==> src/rtl/period_meter.sv <==
// Measures one period and high time of an asynchronous square wave in clk cycles.
// Optional macro PERIOD_METER_CONT_EN keeps measuring back-to-back periods after one start.
module period_meter #(
    parameter int unsigned      CNT_W   = 32,
    parameter logic [CNT_W-1:0] TIMEOUT = 32'hFFFF_FFFE
) (
    input  logic             clk,
    input  logic             reset_n,
    input  logic             sig_in,
    input  logic             start,
    output logic             busy,
    output logic [CNT_W-1:0] period_out,
    output logic [CNT_W-1:0] high_out,
    output logic             valid,
    output logic             timeout
);

    typedef enum logic [1:0] {
        ST_IDLE    = 2'd0,
        ST_ARM     = 2'd1,
        ST_MEASURE = 2'd2
    } state_t;

    localparam logic [CNT_W-1:0] CNT_ZERO = {CNT_W{1'b0}};
    localparam logic [CNT_W-1:0] CNT_ONE  = {{(CNT_W-1){1'b0}}, 1'b1};
    // Abort on the edge that would bring cnt up to TIMEOUT.
    localparam logic [CNT_W-1:0] CNT_LAST = TIMEOUT - CNT_ONE;

    state_t           state_r;
    state_t           state_nx_s;
    logic             sync1_r;
    logic             sync2_r;
    logic             prev_r;
    logic             rise_r;
    logic [CNT_W-1:0] cnt_r;
    logic [CNT_W-1:0] hcnt_r;
    logic [CNT_W-1:0] cnt_nx_s;
    logic [CNT_W-1:0] hcnt_nx_s;
    logic [CNT_W-1:0] period_r;
    logic [CNT_W-1:0] high_r;
    logic             busy_r;
    logic             valid_r;
    logic             timeout_r;
    logic             close_s;
    logic             abort_s;
    logic             at_limit_s;

    assign at_limit_s = (cnt_r == CNT_LAST);

    // Two-flop synchronizer, delayed copy and registered rising-edge strobe.
    // rise_r and prev_r line up in time, so prev_r is the level seen by the counters.
    always_ff @(posedge clk) begin
        if (!reset_n) begin
            sync1_r <= 1'b0;
            sync2_r <= 1'b0;
            prev_r  <= 1'b0;
            rise_r  <= 1'b0;
        end else begin
            sync1_r <= sig_in;
            sync2_r <= sync1_r;
            prev_r  <= sync2_r;
            rise_r  <= sync2_r & ~prev_r;
        end
    end

    // State register.
    always_ff @(posedge clk) begin
        if (!reset_n) begin
            state_r <= ST_IDLE;
        end else begin
            state_r <= state_nx_s;
        end
    end

    // Next-state logic; a closing rise takes priority over the abort limit.
    always_comb begin
        state_nx_s = state_r;
        close_s    = 1'b0;
        abort_s    = 1'b0;
        case (state_r)
            ST_IDLE: begin
                if (start) begin
                    state_nx_s = ST_ARM;
                end else begin
                    state_nx_s = ST_IDLE;
                end
            end
            ST_ARM: begin
                if (rise_r) begin
                    state_nx_s = ST_MEASURE;
                end else if (at_limit_s) begin
                    state_nx_s = ST_IDLE;
                    abort_s    = 1'b1;
                end else begin
                    state_nx_s = ST_ARM;
                end
            end
            ST_MEASURE: begin
                if (rise_r) begin
                    close_s = 1'b1;
`ifdef PERIOD_METER_CONT_EN
                    state_nx_s = ST_MEASURE;
`else
                    state_nx_s = ST_IDLE;
`endif
                end else if (at_limit_s) begin
                    state_nx_s = ST_IDLE;
                    abort_s    = 1'b1;
                end else begin
                    state_nx_s = ST_MEASURE;
                end
            end
            default: begin
                state_nx_s = ST_IDLE;
            end
        endcase
    end

    // Counter next values; each rise seen while armed or measuring opens a window at 1.
    always_comb begin
        cnt_nx_s  = cnt_r;
        hcnt_nx_s = hcnt_r;
        case (state_r)
            ST_IDLE: begin
                cnt_nx_s  = CNT_ZERO;
                hcnt_nx_s = CNT_ZERO;
            end
            ST_ARM: begin
                if (rise_r) begin
                    cnt_nx_s  = CNT_ONE;
                    hcnt_nx_s = CNT_ONE;
                end else begin
                    cnt_nx_s  = cnt_r + CNT_ONE;
                    hcnt_nx_s = CNT_ZERO;
                end
            end
            ST_MEASURE: begin
                if (rise_r) begin
                    cnt_nx_s  = CNT_ONE;
                    hcnt_nx_s = CNT_ONE;
                end else if (prev_r) begin
                    cnt_nx_s  = cnt_r + CNT_ONE;
                    hcnt_nx_s = hcnt_r + CNT_ONE;
                end else begin
                    cnt_nx_s  = cnt_r + CNT_ONE;
                    hcnt_nx_s = hcnt_r;
                end
            end
            default: begin
                cnt_nx_s  = CNT_ZERO;
                hcnt_nx_s = CNT_ZERO;
            end
        endcase
    end

    // Counters and registered outputs; results only change on a closing rise.
    always_ff @(posedge clk) begin
        if (!reset_n) begin
            cnt_r     <= CNT_ZERO;
            hcnt_r    <= CNT_ZERO;
            period_r  <= CNT_ZERO;
            high_r    <= CNT_ZERO;
            busy_r    <= 1'b0;
            valid_r   <= 1'b0;
            timeout_r <= 1'b0;
        end else begin
            cnt_r     <= cnt_nx_s;
            hcnt_r    <= hcnt_nx_s;
            busy_r    <= (state_nx_s != ST_IDLE);
            valid_r   <= close_s;
            timeout_r <= abort_s;
            if (close_s) begin
                period_r <= cnt_r;
                high_r   <= hcnt_r;
            end else begin
                period_r <= period_r;
                high_r   <= high_r;
            end
        end
    end

    assign busy       = busy_r;
    assign period_out = period_r;
    assign high_out   = high_r;
    assign valid      = valid_r;
    assign timeout    = timeout_r;

endmodule

==> config.mk <==
export PLATFORM = sky130hd
export DESIGN_NAME = period_meter
export DESIGN_NICKNAME = d
export VERILOG_FILES = /design/src/rtl/period_meter.sv
export SDC_FILE = /design/constraint.sdc
export NUM_CORES = 1
export LEC_CHECK = 0
export ABC_AREA = 1
export BUFFER_PORTS_ARGS = -buffer_cell sky130_fd_sc_hd__buf_4
export CAP_MARGIN = 20
export CORE_ASPECT_RATIO = 1.2
export CORE_UTILIZATION = 60
export CTS_BUF_LIST = sky130_fd_sc_hd__clkbuf_4
export DETAILED_ROUTE_END_ITERATION = 10
export GPL_ROUTABILITY_DRIVEN = 0
export GPL_TIMING_DRIVEN = 1
export PLACE_DENSITY = 0.91
export SYNTH_ARGS = -nofsm -noshare
export SYNTH_HDL_FRONTEND = slang
export SYNTH_SLANG_ARGS = --single-unit
==> constraint.sdc <==
create_clock -name clk -period 1.92 [get_ports clk]
set_clock_uncertainty 0.15 [all_clocks]
set_input_delay 0.288 -clock clk [delete_from_list [all_inputs] [get_ports clk]]
set_output_delay 0.288 -clock clk [all_outputs]
set_load 0.03 [all_outputs]
==> results.ini, run 1 <==
[sta]
slew_viol_final=0
fin_tns_setup_ns=0
setup_viol=0
fmax_ghz=0.566
setup_ws_ns=0.153
max_slew_margin_pct=65.8
fin_crit_ns=1.77
worst_pin_slew_ns=0.512
rsz0062_at_grt=yes
hold_viol_final=0
fin_crit_sh_pct=92.1

[finish]
syn_to_final_growth_pct=18.5
antenna_cells=0
final_cells=1071
fillers=757
regArea_um2=2750
drive_above_1_share_pct=16.7
fin_area_um2=7110
multiInputGateArea_um2=2850
finalNetCount=946

[worst_setup_path]
critPathTopFamily=buffers and inverters
path_class=flop to flop
worstPathRequired_ns=2.25
crit_slowest_cell=dfxtp_2
end_kind=flop
crit_chain=inv_1, ha_1, nand2_1, inv_2, buf_12, o21ai_0, a21oi_1
crit_arrival_ns=2.09
crit_buf_inv=3
startpoint_type=flop
worstPathMaxFanout=41
max_stage_delay_ns=0.35

[grt]
grt_max_degree=42
grt_overflow=0
grt_pass1_wl_um=24500
grt_pass1_vias=5567
antenna_found_initial=0
grt.total_usage_pct=29.7

[run]
maxCapViolCount=0

[floorplan]
pin_count=71
die_h_um=112
die_area_um2=10400
start_util_pct=62.4
die_x_um=93.3
fp.coreArea_um2=9610
placementRows=39

[place]
dp.cells=1032
place_ws_ns=0.0606
placed_area_um2=6700
port_buffers=70
hpwlAfterDp_um=10800

[clock_tree]
clock_latency_ns=0.56
cts_buffer_depth=2
cts_tree=built
clkSinkCount=137
htreeDepth=4
cts_buffers=17
cts.clk_slew.worst_paths_ns=0.12
cts_root_buffer=clkbuf_4

[worst_hold_path]
hold_path_class=flop to flop

[synth]
synthAdderAreaFrac_pct=1.46
ys.flop_type=dfxtp_1
synth.most_common_cell=nand2_1
synth-simple-area-share_pct=29.7
async_reset_ff_share_pct=0
ys_seq_area_share_pct=45.7
synth-compound-area-share_pct=16.0
yosys.area_share.xor_xnor_pct=0.146
synth_area_um2=6000
synth_top_family_by_area=simple AND/OR/NAND/NOR gates
synth_common_cells=179 x nand2_1, 137 x dfxtp_1, 129 x nor2_1
syn-num-nets=860
syn_avg_cell_area_um2=7.07
synth_cell_types=31
synth_largest_area_cell=dfxtp_1
ys_warn_count=0
synth_edf_count=0
synth_mux_area_share_pct=0
synth_largest_type_area_fraction_pct=45.7
syn_inst=849
ys_seq_elements=137
synth.area.top_cells=dfxtp_1 46%, nand2_1 11%, nor2_1 8.1%, a21oi_1 7.9%, o21ai_0 7.4%

[status]
status=finished clean

[route]
vias_per_cell=5.44
antenna_left=0
drc=0
drt_iter0_drc=415
post_drt_wl_per_cell_um=13.8
drt_wl_total_um=14800
firstDrtPassIters=8
vias=5831

[power]
pwr_density_cell_nw_per_um2=728
total_power_mw=5.18
peakVddDrop_mv=0.534
leakagePower_nw=2.62

==> worst paths after layout <==
kind                                 start           end  slack [ns]  depth (start not counted)
worst min-delay path                prev_r        rise_r        0.28                          1
worst max-delay path            state_r[0]  high_out[25]        0.15                          7
worst min register to register      prev_r        rise_r        0.28                          1
worst max register to register  state_r[0]  high_out[25]        0.15                          7
==> timing repair <==
item / CTS / global route
resized for setup: 0 / 8
hold endpoints to repair: 11 / 0
endpoints found under the setup margin: 0 / 14
buffers inserted: 0 / 4
hold buffers: 3 / 0
==> layer usage <==
layer / global-route usage [%] / wire length [µm] / up-vias
met5: 0 / 0 / -
met4: 17.2 / 687 / 0
met3: 7.04 / 792 / 76
met2: 52.9 / 7540 / 209
met1: 31.5 / 5770 / 2605
li1: - / - / 2941
==> sequential cells by signal, indices dropped and copies added (netlist names) <==
register	cells
busy	1
sync1_r	1
high_out	32
rise_r	1
period_out	32
timeout	1
hcnt_r	32
valid	1
cnt_r	32
state_r	2
sync2_r	1
prev_r	1
==> through the flow <==
| step | hold slack, ns | utilization [%] |
|---|---|---|
| after floorplan | 0.236 | - |
| after global placement | 0.246 | 69.7 |
| after detailed placement | 0.270 | 69.7 |
| after CTS | 0.285 | 73.5 |
| after global routing | 0.315 | 74.0 |
| final | 0.280 | 74.0 |
==> cell families (layout without fill, tap and decap cells) <==
group / Yosys count / in the layout
AND/OR/NAND/NOR: 411 / 411
AO/OA/AOI/OAI: 189 / 189
flip-flops: 137 / 137
buffers and inverters: 104 / 203
adder cells (fa/ha/maj): 7 / 7
XOR/XNOR: 1 / 1
==> cell usage in the layout, fill, tap and decap left out, drive strengths merged, types with 7 or more instances in the layout <==
cell      n
a21oi    95
o21ai    90
clkbuf   17
nand3    46
dfxtp   137
ha        7
nor3     20
buf      91
clkinv    8
nor2    145
nand2   187
inv      77
==> layout make-up <==
type / count / area share (%)
Tap cell: 123 / 2.16
Clock inverter: 15 / 2.90
Inverter: 77 / 4.10
Clock buffer: 17 / 1.79
Sequential cell: 137 / 38.6
Multi-Input combinational cell: 608 / 40.0
Timing Repair Buffer: 94 / 10.4
==> report_power, final <==
| group | total, mW | switching (mW) | internal, mW | leakage (nW) |
|---|---|---|---|---|
| registers | 2.86 | 0.00704 | 2.85 | 1.10 |
| logic | 0.125 | 0.0841 | 0.0411 | 1.33 |
| clock network | 2.19 | 1.05 | 1.14 | 0.176 |
| total | 5.18 | 1.14 | 4.04 | 2.62 |
Note: power is estimated with default switching activity, not from simulation.
==> run 2, diff against run 1 <==
Settings changed: CORE_UTILIZATION 60 to 45, PLACE_DENSITY 0.91 to 0.73.
==> results.ini, run 2 (synthesis results as in run 1) <==
[status]
status=finished clean

[clock_tree]
clock_latency_ns=0.55
cts.clk_slew.worst_paths_ns=0.11
cts_buffers=17
cts_root_buffer=clkbuf_4
clkSinkCount=137
cts_buffer_depth=2
cts_tree=built
htreeDepth=4

[route]
firstDrtPassIters=4
drt_iter0_drc=275
drt_wl_total_um=14600
post_drt_wl_per_cell_um=13.2
vias_per_cell=5.03
vias=5579
drc=0
antenna_left=0

[floorplan]
placementRows=45
die_x_um=107
pin_count=71
fp.coreArea_um2=12800
start_util_pct=46.7
die_h_um=128
die_area_um2=13800

[worst_setup_path]
crit_arrival_ns=2.07
path_class=flop to flop
worstPathRequired_ns=2.23
worstPathMaxFanout=15
crit_chain=inv_1, ha_1, nand2_1, nor2_2, buf_4, o21ai_0, a21oi_1
startpoint_type=flop
max_stage_delay_ns=0.37
critPathTopFamily=flip-flops
crit_slowest_cell=dfxtp_1
crit_buf_inv=2
end_kind=flop

[finish]
antenna_cells=0
fillers=1321
finalNetCount=944
syn_to_final_growth_pct=18.3
layout_common_cells=177 x nand2_1, 136 x dfxtp_1, 128 x nor2_1
drive_above_1_share_pct=16.4
final_cells=1109
fin_util_pct=55.3
layout_commonest_cell=nand2_1

[power]
leakagePower_nw=2.58
p_comb_share_pct=2.6
p_int_mw=3.81
peakVddDrop_mv=0.402
p_sw_share_pct=22.4
total_power_mw=4.91
power_switching_mw=1.10
p_seq_share_pct=58.2
clockPowerShare_pct=39.3
pwr_density_cell_nw_per_um2=693

[sta]
setup_viol=0
hold_viol_final=0
slew_viol_final=0
worst_pin_slew_ns=0.366
fin_crit_ns=1.76
fmax_ghz=0.568
fin_tns_setup_ns=0
max_slew_margin_pct=75.5
fin_crit_sh_pct=91.6

[place]
port_buffers=70
hpwlAfterDp_um=10800
dp.cells=1071

[grt]
grt.total_usage_pct=22.6
grt_pass1_wl_um=24700
grt_max_degree=61
grt_pass1_vias=5337
antenna_found_initial=0
grt_overflow=0

[worst_hold_path]
hold_path_class=flop to flop

[run]
maxCapViolCount=0

[run 2: changes by cell type in the layout (fill, tap and decap cells not counted), sizes merged]
cell	delta
clkbuf	+3
buf	-2
bufinv	-2
clkinv	-1
inv	-1
[run 2: metrics by stage]
step / instance area (µm²) / hold WS, ns / setup slack (ns)
3_5_place_dp: 6740 / 0.253 / 0.0586
6_report: 7090 / 0.278 / 0.161
3_3_place_gp: 6740 / 0.244 / 0.129
5_1_grt: 7090 / 0.294 / -0.00534
2_1_floorplan: 6000 / 0.236 / 0.256
4_1_cts: 7050 / 0.276 / 0.0257
[run 2: cell type report]
type	instances	area (µm²)	area share, %
timing repair buffer	92	723	10.2
tap	164	205	2.89
multi-input combinational	608	2850	40.1
clock inverter	11	130	1.83
clock buffer	20	150	2.12
sequential	137	2740	38.7
inverter	77	293	4.13
[run 2: worst register-to-register path: stages (launching register included)]
cell and delay (ns):
dfxtp_1 0.37, inv_1 0.07, ha_1 0.31, nand2_1 0.08, nor2_2 0.18, buf_4 0.25
o21ai_0 0.11, a21oi_1 0.15
[run 2: power by group through the flow]
stage / clock (mW) / combinational [mW] / sequential, mW
after detailed placement: 0 / 0.118 / 2.92
final: 1.93 / 0.127 / 2.86
after floorplan: 0 / 0.0715 / 2.93
after global placement: 0 / 0.116 / 2.92
after global routing: 2.11 / 0.140 / 2.86
after CTS: 1.97 / 0.123 / 2.86
[run 2: timing repair]
item	4_1_cts	5_1_grt
hold buffers	3	0
setup buffers	0	4
endpoints found under the setup margin	0	13
resized for setup	0	7
endpoints found under the hold margin	5	0
[run 2: layer usage]
metal  track usage, %  wire length, µm
met1             25.9             6190
met2             39.9             7440
met3             4.91              592
met4             10.8              399
met5                0                0
[run 2: path summary, 6_finish.rpt]
path                    from  endpoint  slack [ns]  depth (start not counted)
hold / removal        prev_r    rise_r        0.28                          1
hold reg to reg       prev_r    rise_r        0.28                          1
setup reg to reg  state_r[0]  cnt_r[4]        0.16                          7
setup / recovery  state_r[0]  cnt_r[4]        0.16                          7
==> run 3, diff against run 2 <==
Clock period 1.92 ns to 1.85 ns, I/O delays scaled along.
==> results.ini, run 3 (synthesis results as in run 1) <==
[power]
pwr_density_cell_nw_per_um2=686
peakVddDrop_mv=0.484
total_power_mw=4.87
leakagePower_nw=2.58

[grt]
grt.total_usage_pct=22.4
grt_overflow=0
antenna_found_initial=0
grt_pass1_vias=5346
grt_max_degree=53
grt_pass1_wl_um=24400

[finish]
finalNetCount=946
antenna_cells=0
drive_above_1_share_pct=16.8
layout_commonest_cell=nand2_1
layout_common_cells=178 x nand2_1, 135 x dfxtp_1, 127 x nor2_1
syn_to_final_growth_pct=18.2
fin_util_pct=55.2

[route]
antenna_left=0
vias=5699
drt_iter0_drc=283
post_drt_wl_per_cell_um=13.3
firstDrtPassIters=5
drt_wl_total_um=14800
drc=0
vias_per_cell=5.13

[floorplan]
die_area_um2=13800
pin_count=71
die_x_um=107
start_util_pct=46.7
die_h_um=128
placementRows=45
fp.coreArea_um2=12800

[worst_setup_path]
r2r-start=cnt_r[0]
startpoint=cnt_r[0]
worstPathMaxFanout=5
startpoint_type=flop
r2r_slack_ns=0.13
timing.rr.end=cnt_r[24]
r2r_cells=11
path_class=flop to flop
crit_arrival_ns=2.04
endpoint=cnt_r[24]
worstPathRequired_ns=2.18
end_kind=flop

[sta]
setup_viol=0
hold_viol_final=0
fin_crit_sh_pct=92.7
fin_tns_setup_ns=0
rsz0062_at_grt=no
worst_pin_slew_ns=0.545
fmax_ghz=0.583
max_slew_margin_pct=63.6
slew_viol_final=0
fin_crit_ns=1.72

[place]
port_buffers=70
hpwlAfterDp_um=11000

[clock_tree]
cts_root_buffer=clkbuf_4
cts_buffer_depth=2
clkSinkCount=137
cts.clk_slew.worst_paths_ns=0.12
cts_tree=built
htreeDepth=4
cts_setup_buffers=0
clock_latency_ns=0.53
cts_buffers=17

[status]
status=finished clean

[worst_hold_path]
hold_path_class=flop to flop

[run]
maxCapViolCount=0

==> run 3: how the worst min path moves through the flow <==
stage,start,endpoint,depth (start not counted)
floorplan,sig_in,sync1_r,2
global placement,sync1_r,sync2_r,2
detailed placement,sync1_r,sync2_r,2
CTS,prev_r,rise_r,1
global route,prev_r,rise_r,1
finish,prev_r,rise_r,1
==> run 3: stage by stage <==
step / std cells / worst slack [ns] / instance area (µm²) / hold WS [ns]
2_1_floorplan: 849 / 0.186 / 6000 / 0.225
3_3_place_gp: 1077 / 0.102 / 6780 / 0.242
3_5_place_dp: 1077 / 0.0785 / 6780 / 0.255
4_1_cts: 1112 / 0.0501 / 7060 / 0.273
5_1_grt: 1112 / 0.00438 / 7090 / 0.297
6_report: 1112 / 0.134 / 7090 / 0.272
==> run 3: critical path: stages, from the launching register on <==
cell and delay (ns):
dfxtp_4 0.39, ha_1 0.17, nand2_1 0.10, nor2_4 0.15, nand2_4 0.10, nor2_4 0.13, nand2_2 0.10, nor2_4 0.12
nand2_1 0.06, nand2_1 0.05, inv_1 0.03, nor2_1 0.10
==> run 3: final cells by class <==
class / count / area [µm²]
Fill cell: 1302 / 5750
Multi-Input combinational cell: 608 / 2860
Sequential cell: 137 / 2750
Timing Repair Buffer: 94 / 738
Inverter: 77 / 292
Tap cell: 164 / 205
Clock buffer: 19 / 143
Clock inverter: 13 / 106
==> run 3: power by group <==
group	switching (mW)	total [mW]	internal (mW)	leakage [nW]
logic	0.0862	0.127	0.0413	1.35
registers	0.00702	2.97	2.96	1.11
clock network	1.10	1.77	0.677	0.121
total	1.19	4.87	3.68	2.58
==> run 3: metal layers <==
| layer | up-vias | wire, µm | global-route usage (%) |
|---|---|---|---|
| li1 | 2937 | - | - |
| met1 | 2591 | 6120 | 24.6 |
| met2 | 145 | 7740 | 41.5 |
| met3 | 26 | 607 | 4.56 |
| met4 | 0 | 317 | 9.35 |
| met5 | - | 0 | 0 |
==> run 3: what timing repair did <==
item / in CTS / in global routing
gates resized for setup: 0 / 12
setup endpoints to repair: 0 / 40
endpoints found under the hold margin: 9 / 0
hold buffers: 3 / 0
